==> config.mk <==
export PLATFORM = sky130hd
export DESIGN_NAME = fir_out_decimator
export DESIGN_NICKNAME = d
export VERILOG_FILES = /design/src/rtl/fir_dec_pkg.sv /design/src/rtl/fir_dec_fifo.sv /design/src/rtl/fir_out_decimator.sv
export SDC_FILE = /design/constraint.sdc
export NUM_CORES = 1
export LEC_CHECK = 0
export CAP_MARGIN = 20
export CORE_ASPECT_RATIO = 0.7
export CORE_MARGIN = 8
export CORE_UTILIZATION = 59
export DETAILED_ROUTE_END_ITERATION = 16
export DONT_BUFFER_PORTS = 1
export PLACE_DENSITY = 0.79
export RECOVER_POWER = 25
export SLEW_MARGIN = 20
export SYNTH_ARGS = -nofsm -noshare
export SYNTH_HDL_FRONTEND = slang
export SYNTH_HIERARCHICAL = 1
export SYNTH_SLANG_ARGS = --single-unit
==> constraint.sdc <==
create_clock -name clk -period 5.55 [get_ports clk]
set_input_delay 0.555 -clock clk [delete_from_list [all_inputs] [get_ports clk]]
set_output_delay 0.555 -clock clk [all_outputs]
set_load 0.03 [all_outputs]
==> src/rtl/fir_dec_pkg.sv <==
// rtl/fir_dec_pkg.sv - shared constants and helpers for the FIR output decimator
//
// Purpose: default maximum decimation exponent, accumulator width helper and
//          the decimation exponent clamp used by fir_out_decimator.
// Ports:   none (package).

package fir_dec_pkg;

  // Default maximum decimation exponent (D_max = 16).
  localparam int DEC_LOG2_MAX_DEFAULT = 4;

  // Accumulator width: a sum of 2^dmax samples of width dw needs dmax extra bits.
  function automatic int acc_width(input int dw, input int dmax);
    return dw + dmax;
  endfunction

  // Exponents above the configured maximum saturate to the maximum.
  function automatic logic [2:0] clamp_k(input logic [2:0] k, input int kmax);
    if (int'(k) > kmax) begin
      return 3'(kmax);
    end
    return k;
  endfunction

endpackage

==> src/rtl/fir_dec_fifo.sv <==
// rtl/fir_dec_fifo.sv - first-word-fall-through FIFO with occupancy output
//
// Purpose: buffers decimated samples; the head word is visible on head while
//          empty is low, and is removed by pop.
// Ports:
//   clk, reset      clock, asynchronous active-high reset
//   push, push_data write strobe and word (ignored while full)
//   pop             remove head word (ignored while empty)
//   head            current head word (don't-care while empty)
//   level           number of stored words, 0..DEPTH
//   full, empty     occupancy flags

module fir_dec_fifo #(
  parameter int DW    = 18,
  parameter int DEPTH = 8
) (
  input  logic                     clk,
  input  logic                     reset,
  input  logic                     push,
  input  logic [DW-1:0]            push_data,
  input  logic                     pop,
  output logic [DW-1:0]            head,
  output logic [$clog2(DEPTH):0]   level,
  output logic                     full,
  output logic                     empty
);

  localparam int AW = $clog2(DEPTH);
  localparam int LW = AW + 1;

  logic [DW-1:0] mem [DEPTH];
  logic [AW-1:0] wr_ptr;
  logic [AW-1:0] rd_ptr;
  logic          push_ok;
  logic          pop_ok;

  assign full    = (level == LW'(DEPTH));
  assign empty   = (level == '0);
  assign push_ok = push & ~full;
  assign pop_ok  = pop & ~empty;
  assign head    = mem[rd_ptr];

  // Storage carries no reset; contents are only observed while non-empty.
  always_ff @(posedge clk) begin
    if (push_ok) begin
      mem[wr_ptr] <= push_data;
    end
  end

  // DEPTH is a power of two, so pointers wrap naturally.
  always_ff @(posedge clk or posedge reset) begin
    if (reset) begin
      wr_ptr <= '0;
      rd_ptr <= '0;
      level  <= '0;
    end else begin
      if (push_ok) begin
        wr_ptr <= wr_ptr + AW'(1);
      end
      if (pop_ok) begin
        rd_ptr <= rd_ptr + AW'(1);
      end
      case ({push_ok, pop_ok})
        2'b10:   level <= level + LW'(1);
        2'b01:   level <= level - LW'(1);
        default: level <= level;
      endcase
    end
  end

endmodule

==> src/rtl/fir_out_decimator.sv <==
// rtl/fir_out_decimator.sv - accumulate-and-dump decimator behind the symmetric FIR
//
// Purpose: averages groups of 2^k accepted filter samples and queues the
//          results in an FWFT FIFO. Back-pressures the filter through
//          fir_clk_ena so no sample is lost.
// Build option: FIR_DEC_ROUND_EN - round half up instead of truncating.
// Ports:
//   clk, reset    clock, asynchronous active-high reset
//   enable        run enable; low freezes filter and accumulator
//   dec_log2      decimation exponent k (clamped to DEC_LOG2_MAX)
//   s_valid       filter o_valid
//   s_data        filter o_out (signed)
//   fir_clk_ena   filter clk_ena, also the sample-side ready
//   m_valid       FIFO head valid
//   m_data        FIFO head (decimated sample)
//   m_ready       downstream accept
//   level         FIFO occupancy

module fir_out_decimator
  import fir_dec_pkg::*;
#(
  parameter int DW           = 18,
  parameter int DEPTH        = 8,
  parameter int DEC_LOG2_MAX = DEC_LOG2_MAX_DEFAULT
) (
  input  logic                   clk,
  input  logic                   reset,
  input  logic                   enable,
  input  logic [2:0]             dec_log2,
  input  logic                   s_valid,
  input  logic [DW-1:0]          s_data,
  output logic                   fir_clk_ena,
  output logic                   m_valid,
  output logic [DW-1:0]          m_data,
  input  logic                   m_ready,
  output logic [$clog2(DEPTH):0] level
);

  localparam int AW = acc_width(DW, DEC_LOG2_MAX);
  localparam int PW = DEC_LOG2_MAX + 1;

  logic [PW-1:0]        phase;
  logic [2:0]           k_q;
  logic signed [AW-1:0] acc;

  logic [2:0]           k_cur;
  logic [PW-1:0]        last_phase;
  logic signed [AW-1:0] s_ext;
  logic signed [AW-1:0] sum;
  logic signed [AW-1:0] sum_adj;
  logic [DW-1:0]        push_data;
  logic                 accept;
  logic                 is_last;
  logic                 push;
  logic                 pop;
  logic                 full;
  logic                 empty;

  // The exponent is sampled at the first sample of a group; later changes
  // only affect the following group.
  always_comb begin
    k_cur      = (phase == '0) ? clamp_k(dec_log2, DEC_LOG2_MAX) : k_q;
    last_phase = PW'((32'sd1 <<< k_cur) - 32'sd1);
    s_ext      = {{(AW-DW){s_data[DW-1]}}, s_data};
    sum        = (phase == '0) ? s_ext : (acc + s_ext);
`ifdef FIR_DEC_ROUND_EN
    // Half-LSB is below D, so the rounded sum still fits the accumulator.
    if (k_cur == 3'd0) begin
      sum_adj = sum;
    end else begin
      sum_adj = sum + signed'(AW'(1) << (k_cur - 3'd1));
    end
`else
    sum_adj = sum;
`endif
    // Average of D samples always fits DW bits, so plain truncation is safe.
    push_data = DW'(sum_adj >>> k_cur);
  end

  // Filter advances on the same edge a sample is accepted.
  assign fir_clk_ena = enable & ~full & ~reset;
  assign accept      = s_valid & fir_clk_ena;
  assign is_last     = (phase == last_phase);
  assign push        = accept & is_last;
  assign m_valid     = ~empty;
  assign pop         = m_valid & m_ready;

  always_ff @(posedge clk or posedge reset) begin
    if (reset) begin
      phase <= '0;
      acc   <= '0;
      k_q   <= '0;
    end else if (accept) begin
      if (phase == '0) begin
        k_q <= k_cur;
      end
      if (is_last) begin
        phase <= '0;
      end else begin
        acc   <= sum;
        phase <= phase + PW'(1);
      end
    end
  end

  fir_dec_fifo #(
    .DW    (DW),
    .DEPTH (DEPTH)
  ) u_fifo (
    .clk       (clk),
    .reset     (reset),
    .push      (push),
    .push_data (push_data),
    .pop       (pop),
    .head      (m_data),
    .level     (level),
    .full      (full),
    .empty     (empty)
  );

endmodule

# Yosys cells after proc, flatten, opt, wreduce, memory -nomap -nowiden
# Memory sizes are Yosys's and may differ from the RTL's.
# Index checks and enable logic that the tools add are counted.
[word_totals]
regBits = 40
ramBits = 144
n_memories = 1
[op_classes]
n_addsub = 7
n_lt_le_gt_ge = 1
eq_ne = 4
shift = 2
mux = 9
bitwise = 11
reduce_logical = 5
[memory_table]
columns = ["memory", "depth", "word_bits", "rd", "rd_clocked_by_memory_dff", "wr", "line_no", "text"]
rows = [
  ["u_fifo.mem", 8, 18, 1, 0, 1, "fir_dec_fifo.sv:31", "logic [DW-1:0] mem [DEPTH];"],
]
[ops]
columns = ["cell", "n"]
rows = [
  ["adder 22 x 18 -> 22 bit", 1],
  ["2-to-1 mux 22 bit", 1],
  [">>> shifter 22 x 3 -> 18 bit", 1],
  ["2-to-1 mux 3 bit", 3],
  ["one-hot mux 4 bit (2 select lines)", 1],
  ["AND 1 bit", 7],
  ["adder 3 x 1 -> 3 bit (second input constant)", 2],
  ["adder 5 x 1 -> 5 bit (second input constant)", 1],
  ["equality test 5 bit", 1],
  ["zero test 5 bit", 1],
  ["2-to-1 mux 5 bit", 1],
  ["<<< shifter 2 x 3 -> 5 bit (first input constant)", 1],
  ["subtractor 5 x 2 -> 5 bit (second input constant)", 1],
  ["adder 4 x 1 -> 4 bit (second input constant)", 1],
  ["equality test 4 bit (second input constant)", 1],
  ["zero test 4 bit", 1],
  ["NOT 1 bit", 4],
  ["AND reduction 2 bit", 2],
  ["subtractor 4 x 1 -> 4 bit (second input constant)", 1],
  ["> comparator 3 bit (second input constant)", 1],
  ["2-to-1 mux 1 bit", 3],
  ["equality test 2 x 1 -> 1 bit (second input constant)", 1],
  ["equality test 2 bit (second input constant)", 1],
  ["nonzero test 2 bit", 1],
]

# Depth between registers and ports, before layout
[depth]
depth_word = 11
ltp_mapped = 21
mapped_depth_nobuf = 18

# By module
# The synthesis kept the hierarchy.
[by_module_without_submodules]
columns = ["module", "instances", "cells_per_inst", "area_per_inst_um2", "seq_area_each_um2"]
rows = [
  ["fir_dec_fifo", 1, 276, 6157.2, 4574.4],
  ["fir_out_decimator", 1, 482, 3682.3, 750.7],
]

# Worst setup path after synthesis
# No wires, ideal clock.
[synth_timing]
kind = "register to register"
from = "reg phase[0]"
to = "mem u_fifo.mem[1][0] (enable)"
setup_ns = 0.416
arrival_time_ns = 4.615
t_required_ns = 5.134
slack_ns = 0.519
path_stages_with_launch = 18
path_buffers = 3
cell_sequence = "dfrtp_1 > inv_1 > ha_1 > nor4b_4 > mux2_2 > clkbuf_1 > clkbuf_1 > nor2_1 > nand2_1 > ha_1 > a31oi_1 > a31oi_1 > xnor2_1 > and4_1 > buf_6 > nor2b_1 > nand3_1 > nor3_1"
[synth_between]
elab_chain_len = 9
[synth_lines]
columns = ["item", "line_no", "text"]
rows = [
  ["start, declared", "fir_out_decimator.sv:42", "logic [PW-1:0] phase;"],
  ["start signal, assigned", "fir_out_decimator.sv:101", "phase <= phase + PW'(1);"],
  ["zero test 5 bit", "fir_out_decimator.sv:62", "k_cur = (phase == '0) ? clamp_k(dec_log2, DEC_LOG2_MAX) : k_q;"],
  ["2-to-1 mux 3 bit", "fir_out_decimator.sv:62", ""],
  ["<<< shifter 2 x 3 -> 5 bit", "fir_out_decimator.sv:63", "last_phase = PW'((32'sd1 <<< k_cur) - 32'sd1);"],
  ["subtractor 5 x 2 -> 5 bit", "fir_out_decimator.sv:63", ""],
  ["equality test 5 bit (*)", "fir_out_decimator.sv:83", "assign is_last = (phase == last_phase);"],
  ["AND 1 bit (*)", "fir_out_decimator.sv:84", "assign push = accept & is_last;"],
  ["named net push", "fir_out_decimator.sv:54", "logic push;"],
  ["AND 1 bit (*)", "fir_dec_fifo.sv:39", "assign push_ok = push & ~full;"],
  ["2-to-1 mux 1 bit (*)", "fir_dec_fifo.sv:45", "if (push_ok) begin"],
  ["2-to-1 mux 1 bit (implied by the code) (*)", "fir_dec_fifo.sv:46", "mem[wr_ptr] <= push_data;"],
  ["end, declared", "fir_dec_fifo.sv:31", ""],
]
# The timed path passes the listed nets; every way through them passes the cells marked *.

# Worst setup path after layout
[layout_timing]
from = "reg phase[0]"
to = "reg u_fifo.level[3]"
[layout_between]
elab_chain_len = 9
[layout_lines]
columns = ["item", "line_no", "text"]
rows = [
  ["zero test 5 bit", "fir_out_decimator.sv:62", ""],
  ["2-to-1 mux 3 bit", "fir_out_decimator.sv:62", ""],
  ["<<< shifter 2 x 3 -> 5 bit", "fir_out_decimator.sv:63", ""],
  ["subtractor 5 x 2 -> 5 bit", "fir_out_decimator.sv:63", ""],
  ["equality test 5 bit (*)", "fir_out_decimator.sv:83", ""],
  ["AND 1 bit (*)", "fir_out_decimator.sv:84", ""],
  ["named net push", "fir_out_decimator.sv:54", ""],
  ["AND 1 bit (*)", "fir_dec_fifo.sv:39", ""],
  ["equality test 2 x 1 -> 1 bit / equality test 2 bit (equally long branches)", "fir_dec_fifo.sv:63", "case ({push_ok, pop_ok})"],
  ["one-hot mux 4 bit (2 select lines) / nonzero test 2 bit (equally long branches)", "--", ""],
  ["end signal, assigned", "fir_dec_fifo.sv:64", "2'b10: level <= level + LW'(1);"],
  ["end signal, assigned", "fir_dec_fifo.sv:65", "2'b01: level <= level - LW'(1);"],
  ["end signal, assigned", "fir_dec_fifo.sv:66", "default: level <= level;"],
  ["end, declared", "fir_dec_fifo.sv:23", "output logic [$clog2(DEPTH):0] level,"],
]
# Marks and branches as above.
# A chain may end at the register's enable or synchronous reset.

==> run metrics <==
Mapped Cells 758; CP Launch Type register; CP required 5850 ps; CTS tree built; die area 0.0211 mm²; syn avg cell area 13.0 µm²; root buffer cell clkbuf_16; largest net degree at the start of global routing 39; Skew-Pair Late Insertion Delay 440 ps; Area growth, synth to finish 7.94%; number of flops mapped to enable cells by yosys 144; Clock Pin Slew Worst Setup and Hold Paths 70 ps; Die W 170 µm; skew final 14.9 ps; Hold Startpoint s_data[15]; Syn Nets 815; Resize count post-CTS 0; clk buf depth 2; first-pass GRT wire length 35200 µm; share of layout cells above drive strength 1 11.2%; Synth async-reset ratio 21.7%; Final Hold Viols 0; die height 124 µm; Finished Layout Cells 996; antenna viol nets, final 0; DRT iter0 DRCs 781; setup ws final 368 ps; Nets 814; synth cell count leaders edfxtp_1, nand2_1, nor2_1; Synth top area share 43.9%; grt ovf 0; Seq/Total Area, Yosys 54.1%; Num CTS Buffers 17; Area contributors post-synth edfxtp_1, dfrtp_1, mux4_1, ha_1, mux2i_1; dpl cells 962; Worst R2R End u_fifo/level[3]; IO Pins 50; CP endpoint kind register; Initial Util 60.4%; post-layout min period 5180 ps; Max Transition Viols Final 104; failing checks capacitance limit, slew limit; largest area contributor in the synthesized netlist edfxtp_1; vias in the first global route 6084; pre-CTS WS 478 ps; synth unique cells 70; CP Class reg2reg; vias post-DR 6553; final setup vio count 0; Core Util, Final 65.2%; RSZ-0062 raised after global routing no; Final TNS setup 0 ps; slew margin rel. -41.4%; Arrival @ worst endpoint 5490 ps; Via density 6.58; Power Dens Cells 594 mW/mm²; GPL Wtd Cong 0.933; buffers added on ports 0; Worst R2R Setup Slack 370 ps; cell area after synthesis 0.00984 mm²; # Max-Cap Violations 3; WHS Endpoint acc[15]; final WL 22800 µm; top_reg_cell synth edfxtp_1; period utilization 93.4%; Sink Count 184; cell row count 39; reg2reg start phase[0]; count leader, synth edfxtp_1; Static Leak 0.00398 µW; total track usage 22.1%; initial antenna violation count 0; core area 0.0163 mm²; min-delay worst type in2reg; Reg2Reg Depth 18; outcome finished, violations left; Residual DRC 0; Avg WL per Cell 22.9 µm; YS warnings 6; minimum hold slack 288 ps; number of synthesized register bits 184; Detailed Place HPWL 14500 µm; Hold Path Stages 2; Slew @ Worst Pin 2120 ps; H-tree levels 4; Max Clk Rate 193 MHz; peak supply drop 316 µV; CP Max Fanout 25; drt first pass iters 8
==> worst max-delay path by stage <==
stage / from / to / slack [ps] / cells after the start
CTS: phase[0] / u_fifo/level[3] / 390 / 18
finish: phase[0] / u_fifo/level[3] / 370 / 18
global route: phase[0] / u_fifo/level[3] / 30 / 19
global placement: phase[0] / u_fifo/level[3] / 660 / 18
detailed placement: phase[0] / u_fifo/level[3] / 480 / 18
floorplan: phase[0] / u_fifo/mem[1][0] / 520 / 17
==> where the power goes <==
group / switching [µW] / internal [µW]
clock: 592 / 646
sequential: 251 / 1970
combinational: 1830 / 1010
total: 2670 / 3630
==> sequential cells by signal, summed over array words and instances, names as in the netlist <==
signal / count
u_fifo/mem: 144
acc: 22
phase: 5
u_fifo/level: 4
k_q: 3
u_fifo/rd_ptr: 3
u_fifo/wr_ptr: 3
==> kinds of logic after synthesis <==
logic type      count (synthesis)  share of synthesized area [%]
xor+xnor                       27                           2.40
fa+ha+maj                      31                           4.09
simple gates                  210                           10.0
mux                           100                           16.3
compound gates                148                           9.94
buf+inv                        58                           3.15
flops                         184                           54.1
==> critical path, cell delays in order (launching register included) <==
cell and delay (ps):
dfrtp_1 450, inv_1 120, ha_1 170, or4b_1 550, mux2_4 480, nor2_1 180, nand2_1 70, ha_1 230
a31oi_1 150, a31oi_1 70, xnor2_1 120, and4_1 350, nor2b_1 320, nand2_1 190, ha_1 340, ha_1 370
or4b_2 620, o311ai_0 140, o211ai_1 130
==> per-layer routing <==
| metal | part of all wire, % | track usage [%] |
|---|---|---|
| met5 | 0 | 0 |
| met2 | 46 | 34.2 |
| met3 | 10 | 6.40 |
| met1 | 42 | 29.7 |
| met4 | 2.0 | 7.70 |
==> placed cells by master (no fill, tap or decap), types with 3 or more instances in the layout <==
| master | count |
|---|---|
| dfrtp_1 | 40 |
| nor3_1 | 13 |
| o221ai_1 | 4 |
| mux4_2 | 10 |
| a21oi_1 | 38 |
| clkinv_8 | 3 |
| mux4_1 | 26 |
| nand2_1 | 85 |
| xnor2_1 | 16 |
| xor2_1 | 11 |
| o31a_1 | 3 |
| inv_8 | 3 |
| mux2i_1 | 34 |
| nor2_1 | 53 |
| clkbuf_1 | 3 |
| nor2b_1 | 6 |
| nor3b_1 | 4 |
| a21o_1 | 5 |
| o21ai_2 | 12 |
| buf_4 | 13 |
| inv_1 | 21 |
| o21a_1 | 5 |
| o21ai_0 | 30 |
| inv_6 | 5 |
| nand4_1 | 7 |
| a211oi_1 | 3 |
| o211ai_1 | 5 |
| nand2b_1 | 6 |
| o31ai_1 | 7 |
| a211o_1 | 4 |
| clkbuf_16 | 17 |
| nand3_1 | 15 |
| a31oi_1 | 8 |
| o22ai_1 | 3 |
| mux2_2 | 9 |
| a22oi_1 | 3 |
| ha_1 | 29 |
| edfxtp_1 | 144 |
| mux2_1 | 19 |
==> metrics by stage <==
stage                     area (µm²)  power (µW)
after detailed placement       10000        5010
after CTS                      10600        6310
after global routing           10600        6630
final                          10600        6300
after floorplan                 9840        4370
after global placement         10000        4900
==> timing repair <==
item / in CTS / in global routing
hold buffers: 1 / 0
buffers inserted: 0 / 0
hold endpoints to repair: 10 / 0
==> final cells by class <==
class                           instances  area, µm²
Clock buffer                           17        425
Timing Repair Buffer                   17        119
Sequential cell                       184       5330
Inverter                               21       78.8
Fill cell                            1159       5680
Antenna cell                            1       2.50
Multi-Input combinational cell        516       4210
Tap cell                              225        282
Clock inverter                         15        178
No activity file was read; power rests on OpenSTA's default activity.
